==> src/rtl/serial_add_pkg.sv <==
// rtl/serial_add_pkg.sv - shared FSM states and limits for the bit-serial adder controller
package serial_add_pkg;

  localparam int SERIAL_ADD_MAX_WIDTH = 64;

  typedef enum logic [1:0] {
    IDLE = 2'd0,
    RUN  = 2'd1,
    DONE = 2'd2
  } state_t;

endpackage

==> src/rtl/full_adder.sv <==
// rtl/full_adder.sv - single-bit full adder cell shared across all operand bits
module full_adder (
  input  logic a,
  input  logic b,
  input  logic cin,
  output logic sum,
  output logic cout
);

  assign sum  = a ^ b ^ cin;
  assign cout = (a & b) | (a & cin) | (b & cin);

endmodule

==> src/rtl/serial_add_ctrl.sv <==
// rtl/serial_add_ctrl.sv - bit-serial WIDTH-bit add controller; SERIAL_ADD_SUB_EN adds subtract mode
module serial_add_ctrl
  import serial_add_pkg::*;
#(
  parameter int WIDTH = 8
) (
  input  logic             clk,
  input  logic             rst_n,
  input  logic             start_valid,
  output logic             start_ready,
  input  logic [WIDTH-1:0] a_in,
  input  logic [WIDTH-1:0] b_in,
  input  logic             cin_in,
`ifdef SERIAL_ADD_SUB_EN
  input  logic             sub_in,
`endif
  output logic [WIDTH-1:0] result,
  output logic             cout,
  output logic             done_valid,
  input  logic             done_ready,
  output logic             busy
);

  localparam int CW = $clog2(WIDTH + 1);
  localparam logic [CW-1:0] LAST_BIT = CW'(WIDTH - 1);

  state_t           state;
  state_t           state_nxt;
  logic [WIDTH-1:0] a_sr;
  logic [WIDTH-1:0] b_sr;
  logic [WIDTH-1:0] res_sr;
  logic             carry;
  logic [CW-1:0]    bit_cnt;
  logic             accept;
  logic             fa_sum;
  logic             fa_cout;
  logic [WIDTH-1:0] b_load;
  logic             c_load;

  full_adder u_fa (
    .a    (a_sr[0]),
    .b    (b_sr[0]),
    .cin  (carry),
    .sum  (fa_sum),
    .cout (fa_cout)
  );

  // Subtraction is A + ~B + 1, so only the loaded operand and carry differ.
  always_comb begin
    b_load = b_in;
    c_load = cin_in;
`ifdef SERIAL_ADD_SUB_EN
    if (sub_in) begin
      b_load = ~b_in;
      c_load = 1'b1;
    end
`endif
  end

  always_comb begin
    state_nxt   = state;
    start_ready = 1'b0;
    done_valid  = 1'b0;
    busy        = 1'b0;
    accept      = 1'b0;
    case (state)
      IDLE: begin
        start_ready = 1'b1;
        if (start_valid) begin
          accept    = 1'b1;
          state_nxt = RUN;
        end
      end
      RUN: begin
        busy = 1'b1;
        if (bit_cnt == LAST_BIT) begin
          state_nxt = DONE;
        end
      end
      DONE: begin
        done_valid = 1'b1;
        if (done_ready) begin
          state_nxt = IDLE;
        end
      end
      default: state_nxt = IDLE;
    endcase
  end

  always_ff @(posedge clk) begin
    if (!rst_n) begin
      state <= IDLE;
    end else begin
      state <= state_nxt;
    end
  end

  always_ff @(posedge clk) begin
    if (!rst_n) begin
      a_sr    <= '0;
      b_sr    <= '0;
      res_sr  <= '0;
      carry   <= 1'b0;
      bit_cnt <= '0;
    end else if (accept) begin
      a_sr    <= a_in;
      b_sr    <= b_load;
      carry   <= c_load;
      bit_cnt <= '0;
    end else if (state == RUN) begin
      // Sum enters at the MSB so after WIDTH shifts bit 0 lands at res_sr[0].
      res_sr  <= WIDTH'({fa_sum, res_sr} >> 1);
      a_sr    <= a_sr >> 1;
      b_sr    <= b_sr >> 1;
      carry   <= fa_cout;
      bit_cnt <= bit_cnt + CW'(1);
    end
  end

  assign result = res_sr;
  assign cout   = carry;

endmodule

==> config.mk <==
export PLATFORM = sky130hd
export DESIGN_NAME = serial_add_ctrl
export DESIGN_NICKNAME = d
export VERILOG_FILES = /design/src/rtl/serial_add_pkg.sv /design/src/rtl/full_adder.sv /design/src/rtl/serial_add_ctrl.sv
export SDC_FILE = /design/constraint.sdc
export NUM_CORES = 1
export LEC_CHECK = 0
export CORE_ASPECT_RATIO = 1.25
export CORE_MARGIN = 8
export CORE_UTILIZATION = 55
export CTS_BUF_LIST = sky130_fd_sc_hd__clkbuf_2
export DETAILED_ROUTE_END_ITERATION = 6
export GPL_TIMING_DRIVEN = 0
export PLACE_DENSITY = 0.86
export SYNTH_ARGS = -nofsm -noshare
export SYNTH_HDL_FRONTEND = slang
export SYNTH_SLANG_ARGS = --single-unit
==> constraint.sdc <==
create_clock -name clk -period 2.35 [get_ports clk]
set_input_delay 0.47 -clock clk [delete_from_list [all_inputs] [get_ports clk]]
set_output_delay 0.47 -clock clk [all_outputs]
set_load 0.03 [all_outputs]
==> results.txt <==
----------------------------------------------------
[Placed design]
  Half-perimeter wire length of the detailed placement result ... 2720 um
  Number of port buffers ... 31
  Number of cells after detailed placement ... 227
  GP Congestion ... 0.791

[Routing]
  Via density ... 5.86
  WL final ... 3670 um
  Number of DRC violations after detailed-routing iteration 0 ... 53
  Per-cell routed wire length ... 15.8 um
  First drt pass iteration count ... 4
  Remaining routing DRC violations ... 0
  ANT nets after route ... 0
  Total number of vias ... 1366

[Clocking]
  Hold-fix buffer count after cts ... 0
  Library cell used as clock root buffer ... sky130_fd_sc_hd__clkbuf_2
  CTS-repair resized insts ... 2
  H-Tree Level Count ... 2
  Register clock-pin slew on the reported worst setup and hold paths ... 150 ps
  Maximum count of clock buffers along a single path ... 2
  Num CTS Buffers ... 5
  Buffers inserted during post-CTS setup optimization ... 0
  Clock latency reported for the late side of the worst-skew pair ... 370 ps
  CTS tree ... yes
  CTS Sinks ... 31

[Flow run]
  Max-cap check violation count ... 0

[Critical path]
  Element type at the critical path end ... output port
  CP top delay family ... buffers and inverters
  Startpoint Class ... flip-flop
  Worst R2R End ... b_sr[7]$_SDFFE_PN0P_
  CP dominant cell by count ... sky130_fd_sc_hd__buf_2
  Combined buffer and inverter count along the critical path ... 4
  Worst R2R Path Depth ... 5
  Slowest stage cell on the critical path ... sky130_fd_sc_hd__clkdlybuf4s15_1
  Worst R2R Start ... state[1]$_SDFFE_PN0P_
  Maximum net fanout on the critical path ... 10
  Critical path data required time ... 1880 ps
  Cell chain of the critical path ... buf_2 > inv_2 > buf_2 > nor2_1 > clkdlybuf4s15_1
  Critical path class ... reg -> out
  Crit-path max cell delay ... 380 ps
  Worst reg-to-reg setup slack ... 1000 ps
  Arrival time reported for the critical path endpoint ... 1770 ps

[Floorplanning]
  Std cell rows ... 20
  Floorplan die area ... 4390 um^2
  Die Span X ... 60.9 um
  Starting utilization of the core area ... 57.7%
  Die Y-Extent ... 72.1 um
  Area inside the core boundary ... 2400 um^2
  Count of boundary I/O pins ... 33

[STA]
  RSZ-0062 raised after global routing ... no
  Total Negative Setup Slacks ... 0 ps
  Pins Over Slew Limit ... 0
  Worst-Margin Slew ... 410 ps
  Final setup skew ... 15.3 ps
  Tightest slew margin relative to the limit ... 72.7%
  Minimum period implied by the final worst setup slack ... 2240 ps
  Maximum frequency from static timing analysis ... 0.446 GHz
  Setup violation total in the final timing report ... 0
  Final worst path period share ... 95.5%
  Final Hold Slack ... 419 ps
  Endpoints failing hold ... 0

[Power and ir drop]
  Power per Cell Area ... 567 nW/um^2
  Static Leak ... 0.663 nW
  Post-route total power ... 1.00 mW
  Worst VDD drop ... 0.343 mV

[Cells and area]
  Leading cell types in the layout, fill and taps excluded ... 31 x sky130_fd_sc_hd__dfxtp_1, 28 x sky130_fd_sc_hd__clkdlybuf4s50_1, 24 x sky130_fd_sc_hd__a21oi_1
  Share of cells above drive strength 1 ... 11.5%
  Fillers ... 196
  Non-filler cells, final ... 233
  Final core occ ... 73.6%
  Layout overhead on the synthesized area ... 27.6%
  Reg area ... 621 um^2
  Layout Nets ... 224
  Area of combinational cells with multiple inputs ... 654 um^2
  Antenna fix cells ... 0
  Commonest non-fill, non-tap cell in the layout ... sky130_fd_sc_hd__dfxtp_1

[Global routing]
  Total global routing overflow ... 0
  Wire length of the first global-routing pass ... 5900 um
  Vias in the first global route ... 1362
  Initial antenna violation count ... 0
  Total GRT Usage ... 17.6%
  Pin count of the biggest net entering global routing ... 11

[Synth]
  Number of distinct library cells after synthesis ... 32
  Post-Syn Instances ... 163
  Synth area leader ... sky130_fd_sc_hd__dfxtp_1
  Area share of the largest cell type after synthesis ... 44.8%
  Sequential element share of the synthesized area ... 44.8%
  Synth Register Bits ... 31
  Combined area of all synthesized cells ... 1390 um^2
  Post-synthesis area per instance ... 8.50 um^2
  Syn nets ... 186
  Synth Warn # ... 0
  Cell types occupying the most area after synthesis ... sky130_fd_sc_hd__dfxtp_1 45%, sky130_fd_sc_hd__a21oi_1 8.7%, sky130_fd_sc_hd__nand2_1 5.1%, sky130_fd_sc_hd__o221ai_1 5.1%, sky130_fd_sc_hd__o22ai_1 4.1%

[Hold path]
  Worst Hold End ... b_sr[5]$_SDFFE_PN0P_
  Worst min path class ... in -> reg
  Cell depth of the worst hold path ... 3
  Hold path start ... rst_n

[Status]
  Outcome ... finished, final reports clean

----------------------------------------------------
## worst reg2reg max path: stages, from the launching register on
cell and delay (ps):
sky130_fd_sc_hd__dfxtp_1 360, sky130_fd_sc_hd__buf_2 220, sky130_fd_sc_hd__nand2b_1 140, sky130_fd_sc_hd__buf_2 190
sky130_fd_sc_hd__o22ai_1 110, sky130_fd_sc_hd__a32o_1 240
## synthesized netlist by cell type
cell and count:
sky130_fd_sc_hd__a211oi_1 1, sky130_fd_sc_hd__a21oi_1 24, sky130_fd_sc_hd__a22o_1 1, sky130_fd_sc_hd__a22oi_1 1, sky130_fd_sc_hd__a31oi_1 1, sky130_fd_sc_hd__a32o_1 2
sky130_fd_sc_hd__buf_2 10, sky130_fd_sc_hd__buf_6 2, sky130_fd_sc_hd__clkbuf_1 2, sky130_fd_sc_hd__dfxtp_1 31, sky130_fd_sc_hd__fa_1 1, sky130_fd_sc_hd__ha_1 1
sky130_fd_sc_hd__inv_1 7, sky130_fd_sc_hd__inv_2 1, sky130_fd_sc_hd__nand2_1 19, sky130_fd_sc_hd__nand2b_1 2, sky130_fd_sc_hd__nand2b_4 1, sky130_fd_sc_hd__nand3_1 2
sky130_fd_sc_hd__nor2_1 11, sky130_fd_sc_hd__nor2b_1 1, sky130_fd_sc_hd__nor3_1 2, sky130_fd_sc_hd__nor3b_1 1, sky130_fd_sc_hd__o21a_1 1, sky130_fd_sc_hd__o21ai_0 10
sky130_fd_sc_hd__o21ba_2 1, sky130_fd_sc_hd__o21bai_1 1, sky130_fd_sc_hd__o221ai_1 8, sky130_fd_sc_hd__o22ai_1 9, sky130_fd_sc_hd__o2bb2ai_1 5, sky130_fd_sc_hd__o311a_1 1
sky130_fd_sc_hd__or3_1 1, sky130_fd_sc_hd__or3b_2 2
## where the power goes
group          total [mW]  internal, mW  switching [mW]
registers           0.581         0.557          0.0237
clock network       0.237        0.0671           0.170
logic               0.184        0.0896          0.0948
## per-layer routing
| metal | up-vias | GRT usage, % | wire [um] |
|---|---|---|---|
| li1 | 662 | - | - |
| met1 | 632 | 18.1 | 1440 |
| met2 | 63 | 29.6 | 1860 |
| met3 | 9 | 6.90 | 300 |
| met4 | 0 | 9.09 | 73 |
| met5 | - | 0 | 0 |
## flip-flops by register name, summed over array words and instances (netlist names)
name,count
a_sr,8
b_sr,8
result,8
bit_cnt,4
state,2
cout,1
## worst max-delay path by stage
stage          slack [ps]  depth (start not counted)           to             startpoint
3_5_place_dp          260                          5   done_valid  state[1]$_SDFFE_PN0P_
3_3_place_gp          280                          5   done_valid  state[1]$_SDFFE_PN0P_
4_1_cts                50                          4  start_ready  state[0]$_SDFFE_PN0P_
2_1_floorplan         760                          4   done_valid  state[1]$_SDFFE_PN0P_
6_report              110                          5   done_valid  state[1]$_SDFFE_PN0P_
5_1_grt                10                          5   done_valid  state[1]$_SDFFE_PN0P_
## final cells by class
class	instances	share of cell area [%]
multi-input cells	110	37.0
inverters	8	1.70
well taps	33	2.34
repair buffers	31	17.6
flip-flops and latches	31	35.1
clock buffers	6	1.70
plain buffers	14	4.53
## cells by family (layout without fill, tap and decap cells)
logic type / Yosys count / after routing / synth area share [%]
AOI/OAI and AO/OA: 66 / 66 / 30.7
and+or+nand+nor: 42 / 42 / 14.2
DFF: 31 / 31 / 44.8
buffers and inverters: 22 / 59 / 7.95
adders and majority gates: 2 / 2 / 2.35
## stage by stage
step	setup slack (ps)	cell area, um^2
floorplan	764	1390
global placement	285	1740
detailed placement	261	1740
CTS	50.3	1760
global route	10.7	1770
finish	107	1770
No activity file was read; power rests on OpenSTA's default activity.
